==> src/rtl/id_stage_pkg.sv <==
// Shared pipeline constants for the decode stage: opcodes, funct codes, reset PC
// and a small hazard-match helper.
package id_stage_pkg;

  localparam logic [31:0] RESET_PC4 = 32'h0000_3004;

  localparam logic [5:0] OP_RTYPE = 6'b000000;
  localparam logic [5:0] OP_J     = 6'b000010;
  localparam logic [5:0] OP_JAL   = 6'b000011;
  localparam logic [5:0] OP_BEQ   = 6'b000100;
  localparam logic [5:0] OP_BNE   = 6'b000101;
  localparam logic [5:0] OP_ADDIU = 6'b001001;
  localparam logic [5:0] OP_ANDI  = 6'b001100;
  localparam logic [5:0] OP_ORI   = 6'b001101;
  localparam logic [5:0] OP_LUI   = 6'b001111;
  localparam logic [5:0] OP_LW    = 6'b100011;
  localparam logic [5:0] OP_SW    = 6'b101011;

  localparam logic [5:0] FUNCT_JR = 6'b001000;

  typedef enum logic [1:0] {
    ExtSign,
    ExtZero,
    ExtHigh
  } ext_mode_e;

  // True when an enabled producer writing wa will overwrite source register r.
  function automatic logic dep_hit(logic [4:0] r, logic en, logic [4:0] wa);
    return en && (r != 5'd0) && (wa == r);
  endfunction

endpackage

==> src/rtl/id_stage_reg_file.sv <==
// 32x32 register file: two asynchronous read ports, one synchronous write port,
// register $0 hardwired to zero.
module reg_file (
  input  logic        clk,
  input  logic        reset,
  input  logic        we,
  input  logic [4:0]  wa,
  input  logic [31:0] wd,
  input  logic [4:0]  ra1,
  input  logic [4:0]  ra2,
  output logic [31:0] rd1,
  output logic [31:0] rd2
);

  logic [31:0] regs_q [32];

  always_ff @(posedge clk or posedge reset) begin
    if (reset) begin
      for (int i = 0; i < 32; i++) begin
        regs_q[i] <= '0;
      end
    end else if (we && (wa != 5'd0)) begin
      regs_q[wa] <= wd;
    end
  end

  assign rd1 = (ra1 == 5'd0) ? '0 : regs_q[ra1];
  assign rd2 = (ra2 == 5'd0) ? '0 : regs_q[ra2];

endmodule

==> src/rtl/id_stage.sv <==
// Decode stage: IF/ID register, register file with MEM/WB forwarding, immediate
// extension, hazard stall generation and branch/jump redirect.
module id_stage #(
  parameter logic [31:0] RESET_PC4 = id_stage_pkg::RESET_PC4
) (
  input  logic        clk,
  input  logic        reset,
  input  logic [31:0] IR_F,
  input  logic [31:0] PC4_F,
  input  logic        RegWrite_W,
  input  logic [4:0]  WA_W,
  input  logic [31:0] WD_W,
  input  logic        RegWrite_M,
  input  logic        MemRead_M,
  input  logic [4:0]  WA_M,
  input  logic [31:0] WD_M,
  input  logic        RegWrite_E,
  input  logic        MemRead_E,
  input  logic [4:0]  WA_E,
  output logic        Stall,
  output logic        PCSrc,
  output logic [31:0] Npc,
  output logic [31:0] IR_D,
  output logic [31:0] PC4_D,
  output logic [31:0] RD1,
  output logic [31:0] RD2,
  output logic [31:0] Ext32
);

  import id_stage_pkg::*;

  logic [31:0] ir_q, pc4_q;

  logic [5:0]  op, funct;
  logic [4:0]  rs, rt;
  logic [15:0] imm;

  logic        is_beq, is_bne, is_br, is_j, is_jal, is_jr;
  logic        reads_rs, reads_rt;
  logic        fwd_m;
  logic        load_use, br_hazard, taken;
  logic [31:0] rf_rd1, rf_rd2;
  logic [31:0] br_target, jmp_target;
  ext_mode_e   ext_mode;

  // IF/ID pipeline register
  always_ff @(posedge clk or posedge reset) begin
    if (reset) begin
      ir_q  <= '0;
      pc4_q <= RESET_PC4;
    end else if (!Stall) begin
      ir_q  <= IR_F;
      pc4_q <= PC4_F;
    end
  end

  assign op    = ir_q[31:26];
  assign rs    = ir_q[25:21];
  assign rt    = ir_q[20:16];
  assign imm   = ir_q[15:0];
  assign funct = ir_q[5:0];

  assign is_beq = (op == OP_BEQ);
  assign is_bne = (op == OP_BNE);
  assign is_br  = is_beq || is_bne;
  assign is_j   = (op == OP_J);
  assign is_jal = (op == OP_JAL);
  assign is_jr  = (op == OP_RTYPE) && (funct == FUNCT_JR);

  // Jumps and lui carry no rs operand; only R-type, branches and stores read rt.
  assign reads_rs = !(is_j || is_jal || (op == OP_LUI));
  assign reads_rt = (op == OP_RTYPE) || is_br || (op == OP_SW);

  reg_file u_reg_file (
    .clk   (clk),
    .reset (reset),
    .we    (RegWrite_W),
    .wa    (WA_W),
    .wd    (WD_W),
    .ra1   (rs),
    .ra2   (rt),
    .rd1   (rf_rd1),
    .rd2   (rf_rd2)
  );

  // A load in MEM has no data yet, so only ALU results are forwarded from there.
  assign fwd_m = RegWrite_M && !MemRead_M;

  always_comb begin
    RD1 = rf_rd1;
    if (rs == 5'd0) begin
      RD1 = '0;
    end else if (fwd_m && (WA_M == rs)) begin
      RD1 = WD_M;
    end else if (RegWrite_W && (WA_W == rs)) begin
      RD1 = WD_W;
    end
  end

  always_comb begin
    RD2 = rf_rd2;
    if (rt == 5'd0) begin
      RD2 = '0;
    end else if (fwd_m && (WA_M == rt)) begin
      RD2 = WD_M;
    end else if (RegWrite_W && (WA_W == rt)) begin
      RD2 = WD_W;
    end
  end

  always_comb begin
    ext_mode = ExtSign;
    if ((op == OP_ORI) || (op == OP_ANDI)) begin
      ext_mode = ExtZero;
    end else if (op == OP_LUI) begin
      ext_mode = ExtHigh;
    end
  end

  always_comb begin
    Ext32 = {{16{imm[15]}}, imm};
    unique case (ext_mode)
      ExtZero: Ext32 = {16'h0000, imm};
      ExtHigh: Ext32 = {imm, 16'h0000};
      default: Ext32 = {{16{imm[15]}}, imm};
    endcase
  end

  assign load_use = dep_hit(rs, MemRead_E && reads_rs, WA_E)
                 || dep_hit(rt, MemRead_E && reads_rt, WA_E);

  // Branch compares happen here, so any value still in flight in EX, or a load in
  // MEM, must arrive before the compare can be trusted.
  assign br_hazard = ((is_br || is_jr)
                       && (dep_hit(rs, RegWrite_E, WA_E) || dep_hit(rs, MemRead_M, WA_M)))
                  || (is_br
                       && (dep_hit(rt, RegWrite_E, WA_E) || dep_hit(rt, MemRead_M, WA_M)));

  assign Stall = load_use || br_hazard;

  assign taken = (is_beq && (RD1 == RD2)) || (is_bne && (RD1 != RD2))
              || is_j || is_jal || is_jr;
  assign PCSrc = taken && !Stall;

  assign br_target  = pc4_q + {{14{imm[15]}}, imm, 2'b00};
  assign jmp_target = {pc4_q[31:28], ir_q[25:0], 2'b00};

  always_comb begin
    Npc = br_target;
    if (is_jr) begin
      Npc = RD1;
    end else if (is_j || is_jal) begin
      Npc = jmp_target;
    end
  end

  // A stalled instruction is held here and a bubble goes on to EX.
  assign IR_D  = Stall ? '0 : ir_q;
  assign PC4_D = pc4_q;

endmodule

==> config.mk <==
export PLATFORM = sky130hd
export DESIGN_NAME = id_stage
export DESIGN_NICKNAME = d
export VERILOG_FILES = /design/src/rtl/id_stage_pkg.sv /design/src/rtl/id_stage_reg_file.sv /design/src/rtl/id_stage.sv
export SDC_FILE = /design/constraint.sdc
export NUM_CORES = 2
export LEC_CHECK = 0
export CORE_MARGIN = 2
export CORE_UTILIZATION = 55
export DETAILED_ROUTE_END_ITERATION = 8
export GPL_ROUTABILITY_DRIVEN = 0
export PLACE_DENSITY_LB_ADDON = 0.15
export SKIP_CTS_REPAIR_TIMING = 1
export SYNTH_ARGS = -nofsm -noshare
export SYNTH_HDL_FRONTEND = slang
export SYNTH_SLANG_ARGS = --single-unit
==> constraint.sdc <==
create_clock -name clk -period 43.3 [get_ports clk]
set_input_delay 12.99 -clock clk [delete_from_list [all_inputs] [get_ports clk]]
set_output_delay 12.99 -clock clk [all_outputs]
set_load 0.1 [all_outputs]
# Yosys cells after proc, flatten, opt, wreduce, memory -nomap -nowiden
# Index checks and enable logic that the tools add are counted.
totals:
  regBits: 1088
  inputBits: 150
  output_inout_bits: 194
  word_cells: 134
classes:
  addsub: 1
  magnitude_cmp: 4
  eq_ne: 19
  mux: 21
  bitwise_logic: 3
  n_reduce_logical: 52
op_table:
  columns: ["cell", "n"]
  rows:
  - ["bitwise mux 1024 bit", 1]
  - ["two-way mux 32 bit", 14]
  - ["binary-select mux 32 bit (select 5 bit)", 2]
  - ["demux 32 bit (select 5 bit)", 1]
  - ["one-hot mux 32 bit (2 select lines)", 1]
  - ["adder 32 bit", 1]
  - ["== test 32 bit", 1]
  - ["!= test 32 bit", 1]
  - ["== test 5 bit", 6]
  - ["logical AND 1 bit", 27]
  - ["== test 6 x 4 -> 1 bit (second input constant)", 4]
  - ["greater-or-equal comparator 6 bit (second input constant)", 3]
  - ["inverter 5 -> 6 bit", 3]
  - ["logical OR 1 bit", 16]
  - ["nonzero test 5 bit", 3]
  - ["== test 6 x 2 -> 1 bit (second input constant)", 2]
  - ["== test 6 x 3 -> 1 bit (second input constant)", 2]
  - ["logical NOT 5 bit", 2]
  - ["== test 6 bit (second input constant)", 1]
  - ["logical NOT 6 bit", 1]
  - ["< comparator 6 x 1 -> 1 bit (second input constant)", 1]
  - ["two-way mux 2 bit", 2]
  - ["logical NOT 1 bit", 3]
  - ["== test 2 x 1 -> 1 bit (second input constant)", 1]
  - ["== test 2 bit (second input constant)", 1]

# Depth between registers and ports, before layout
logic_depth:
  word_depth: 14
  depth_mapped: 18
  mapped_depth_nobuf: 14

# Modules after synthesis
# Synthesis repeated with hierarchy kept, for this count alone.
unflattened:
  hier_cells: 4867
  hier_area_um2: 62245.9
modules_own_cells:
  columns: ["mod", "instances", "cells_each", "area_per_inst_um2", "seq_area_each_um2"]
  rows:
  - ["reg_file", 1, 3717, 54512.3, 25624.6]
  - ["id_stage", 1, 1150, 7733.7, 1605.3]

# Least setup slack after synthesis
# Ideal clock, no wire load.
synth_timing:
  path_kind: "input port to output port"
  startpoint: "input WA_W[2]"
  endpoint: "output PCSrc"
  t_arrival_ns: 18.569
  t_required_ns: 30.310
  slack_ns: 11.741
  stages: 13
  path_buffers: 2
  path_cell_list: "buf_2 -> xnor2_1 -> nand4_1 -> nor2_1 -> clkbuf_1 -> a21oi_1 -> nand3_1 -> nor2_1 -> o21ai_0 -> xor2_1 -> nor4_2 -> nor3b_2 -> o211ai_1"
synth_via:
  elab_chain_len: 12
  elab_cells_between_ends: 19
  cone_classes: "4 x eq/ne; 6 x mux; 9 x reduce/logical"
synth_lines:
  columns: ["element", "line", "text"]
  rows:
  - ["start, declared", "id_stage.sv:11", "input logic [4:0] WA_W,"]
  - ["== test 5 bit (*)", "id_stage.sv:106", "end else if (RegWrite_W && (WA_W == rt)) begin"]
  - ["logical AND 1 bit (*)", "id_stage.sv:106", null]
  - ["two-way mux 32 bit (*)", "id_stage.sv:106", null]
  - ["two-way mux 32 bit (*)", "id_stage.sv:104", "end else if (fwd_m && (WA_M == rt)) begin"]
  - ["two-way mux 32 bit (*)", "id_stage.sv:102", "if (rt == 5'd0) begin"]
  - ["via RD2[3]", "id_stage.sv:26", "output logic [31:0] RD2,"]
  - ["== test 32 bit or != test 32 bit (tied branches)", "id_stage.sv:141", "assign taken = (is_beq && (RD1 == RD2)) || (is_bne && (RD1 != RD2))"]
  - ["logical AND 1 bit", "id_stage.sv:141", null]
  - ["logical OR 1 bit (*)", "id_stage.sv:141", null]
  - ["logical OR 1 bit (*) (3 in a row)", "id_stage.sv:142", "|| is_j || is_jal || is_jr;"]
  - ["logical AND 1 bit (*)", "id_stage.sv:143", "assign PCSrc = taken && !Stall;"]
  - ["end, declared", "id_stage.sv:21", "output logic PCSrc,"]
# The timed path passes the listed nets; every way through them passes the cells marked *.

# Worst setup path after layout
layout_timing:
  startpoint: "input WA_W[3]"
  endpoint: "output PCSrc"
layout_via:
  elab_chain_len: 12
  elab_cells_between_ends: 19
  cone_classes: "4 x eq/ne; 6 x mux; 9 x reduce/logical"
layout_lines:
  columns: ["element", "line"]
  rows:
  - ["== test 5 bit, on equally long branches", "id_stage.sv:95, id_stage.sv:106"]
  - ["logical AND 1 bit, on equally long branches", "id_stage.sv:95, id_stage.sv:106"]
  - ["two-way mux 32 bit, on equally long branches", "id_stage.sv:95, id_stage.sv:106"]
  - ["two-way mux 32 bit, on equally long branches", "id_stage.sv:93, id_stage.sv:104"]
  - ["two-way mux 32 bit, on equally long branches", "id_stage.sv:91, id_stage.sv:102"]
  - ["== test 32 bit or != test 32 bit (tied branches)", "id_stage.sv:141"]
  - ["logical AND 1 bit", "id_stage.sv:141"]
  - ["logical OR 1 bit (*)", "id_stage.sv:141"]
  - ["logical OR 1 bit (*) (3 in a row)", "id_stage.sv:142"]
  - ["logical AND 1 bit (*)", "id_stage.sv:143"]
# Mark *: on every way between the ends. The rest lies on a longest branch, timed or not.

==> key figures <==
Die
  – Rows: 123
  – Die ar.: 0.1153 mm²
  – I/O pin total: between 300 and 400
  – Initial core utilization: 0.5526
  – Die Wd: 339.5 µm
  – Core box area: 0.1120 mm²
  – Die Height: 339.5 µm

Layout
  – Layout Cells excl Fill: 6485
  – Layout fillers: 8758
  – Layout cells sized above 1: 0.3752
  – Area growth syn-to-layout: 13.13%
  – NumNets Final: 5060
  – Most frequent cells in the layout: dfrtp_1 (1075), mux2_2 (996), mux4_2 (385)
  – Commonest non-fill, non-tap cell in the layout: dfrtp_1

Logic synthesis
  – Largest family of logic cells by synthesized area: multiplexers
  – Post-synthesis simple-gate area fraction: 0.06127
  – Synth unique cells: approximately 100
  – Post-Synthesis Cells: 4741
  – Mux share of post-synthesis cell area: 0.3682
  – Post-synth EDFFs: 0
  – Area fraction in compound gates after synthesis: 0.06945
  – Syn_nets: about 5k
  – Post-Synth Adder-Cell Area: 0.006184
  – Async S/R FF share, synth: 1.000
  – YS warnings: 0
  – Sequential share of the synthesized area: 0.4398
  – Post-synthesis xor/xnor area fraction: 0.01101
  – Number of synthesized register bits: 1088
  – Post-Syn Area per Cell: 13.06 µm²
  – Synth Cell Area: approximately 0.062 mm²
  – Ys flop type: dfrtp_1

Clocking
  – Max Root-Sink Buffers: 3
  – CTS tree: built
  – Sink Count: between 1k and 1.5k
  – H-tree levels: 3
  – Cts bufs inserted: 119
  – Worst-skew pair later-pin latency: 0.73 ns
  – Clock Pin Slew Worst Setup and Hold Paths: 0.06 ns
  – CTS Root Cell: clkbuf_16

Critical path
  – CP arrival: ~19 ns
  – Worst Path Max Fanout: 18
  – Crit path launch type: input pin
  – CP max-delay cell: clkdlybuf4s50_1
  – CP Cell Sequence: clkdlybuf4s50_1, xnor2_1, nand4_1, nor2_2, a21oi_1, and3_1, a2bb2oi_1, xor2_1, nand4_1, or4_4, nand4bb_1, o211ai_1, clkdlybuf4s50_1
  – Crit path max-delay family: simple AND/OR/NAND/NOR gates
  – Critical path type: in2out
  – Critical Path RT: about 30 ns
  – CP max stage delay: approximately 1.2 ns
  – Buffers and inverters on the worst path: 2
  – Crit. End Element: primary output

Pwr
  – Pwr Density: around 50 mW/mm²
  – Peak supply drop: 34.04 µV
  – Static Leakage: between 30 and 40 nW

Timing
  – Worst Tran Pin Value: approximately 1.3 ns
  – RSZ-0062 raised after global routing: false
  – Max-slew violations: 0
  – F_max: 31.15 MHz
  – Max-slew headroom: 0.1546
  – TNS Setup: 0 ns
  – Final Critical Period: ~32 ns
  – Final count of hold timing violations: 0
  – Final worst-path cycle share: 0.7414
  – Clock skew: between 0.015 and 0.02 ns
  – Final Setup Violations: 0

Place
  – Port bufs: 343
  – DP Wirelength: about 160000 µm
  – Placed cell count: 6259

Drt
  – Wirelength per Cell: 37.83 µm
  – DRC violation count after routing: 0
  – Post-route ant nets: 0
  – Post-Route WL: 245300 µm
  – Iter 0 DRT Violations: 6489
  – Vias/cell: just over 7
  – Detailed-route via count: between 40k and 50k
  – Drt pass-1 iters: 8

Global route
  – Gr usage total: 0.4221
  – First-pass GRT wire length: about 350000 µm
  – Antenna violations before repair: 23
  – Congestion Overflow GR: 0
  – Vias in the first global route: 45.31k
  – Largest net degree at the start of global routing: 164

Flow run
  – MaxCap Viol Count: 0

Hold path
  – Hold Path Class: reg2reg

Status
  – Status: complete, no violations
routing by layer:
layer | vias to the layer above | GRT usage | share of wire
met3 | 795 | 0.1892 | 0.15
met4 | 24 | 0.2333 | 0.066
met1 | 24270 | 0.5439 | 0.37
met2 | 3363 | 0.5949 | 0.42
li1 | 18250 | - | -
met5 | - | 0.001225 | 0.00071
through the flow:
step           hold WS, ns  worst slack (ns)  total power [mW]  cell area (µm²)    util
2_1_floorplan       0.4385             11.74             2.091            61920       -
3_3_place_gp        0.3746             11.70             2.388            66050  0.5895
3_5_place_dp        0.3839             11.55             2.410            66050  0.5895
4_1_cts             0.3965             11.54             3.443            70020  0.6249
5_1_grt             0.4046             11.24             3.567            70030  0.6250
6_report            0.3926             11.20             3.469            70040  0.6252
registers in the layout, summed over array words and instances (netlist names):
signal and count:
ir_q 32, PC4_D 32, u_reg_file.regs_q 1024
worst paths after layout:
path / startpoint / endpoint / slack (ns) / depth (start not counted)
max in group asynchronous: reset / u_reg_file.regs_q[802]$_DFFE_PP0P_ / 26.87 / 6
min in group asynchronous: reset / PC4_D[8]$_DFFE_PP0N_ / 12.61 / 2
worst max-delay path: WA_W[3] / PCSrc / 11.20 / 13
worst max register to register: ir_q[16]$_DFFE_PP0N_ / ir_q[22]$_DFFE_PP0N_ / 37.82 / 13
worst min register to register: u_reg_file.regs_q[1021]$_DFFE_PP0P_ / u_reg_file.regs_q[1021]$_DFFE_PP0P_ / 0.39 / 0
worst min-delay path: u_reg_file.regs_q[1021]$_DFFE_PP0P_ / u_reg_file.regs_q[1021]$_DFFE_PP0P_ / 0.39 / 0
Yosys cell counts (all sizes together) (31+ instances only):
cell type	number	area (µm²)
mux2	996	11220
nor2	129	489.2
buf	195	1386
nand3	53	277.8
mux2i	241	2412
dfrtp	1085	27150
o22ai	79	494.2
xnor2	52	463.0
a21oi	87	435.4
o21ai	124	631.9
mux4	404	9169
inv	39	146.4
nor3	42	231.5
and3	54	339.1
clkbuf	281	1195
nand2	320	1201
nor2b	34	212.7
a22oi	87	668.1
a22o	34	297.8
a21o	31	234.0
final cells by class:
class / count / area (µm²) / area share
multi-input cells: 3137 / 32190 / 0.4596
flip-flops and latches: 1088 / 27260 / 0.3891
repair buffers: 494 / 4572 / 0.06527
clock buffers: 179 / 3546 / 0.05062
well taps: 1500 / 1877 / 0.02679
clock inverters: 36 / 420.4 / 0.006002
inverters: 40 / 153.9 / 0.002197
diodes: 11 / 27.53 / 0.0003930
report_power, final:
group | switching (mW) | internal, mW | total (mW)
registers | 0.152 | 1.20 | 1.36
logic | 0.640 | 0.431 | 1.07
clock network | 0.434 | 0.609 | 1.04
kinds of logic after synthesis:
family | count (synthesis)
flops | 1088
fa+ha+maj | 30
compound gates | 624
simple gates | 765
buf+inv | 516
xor+xnor | 77
mux | 1641
Note: power is estimated with default switching activity, not from simulation.
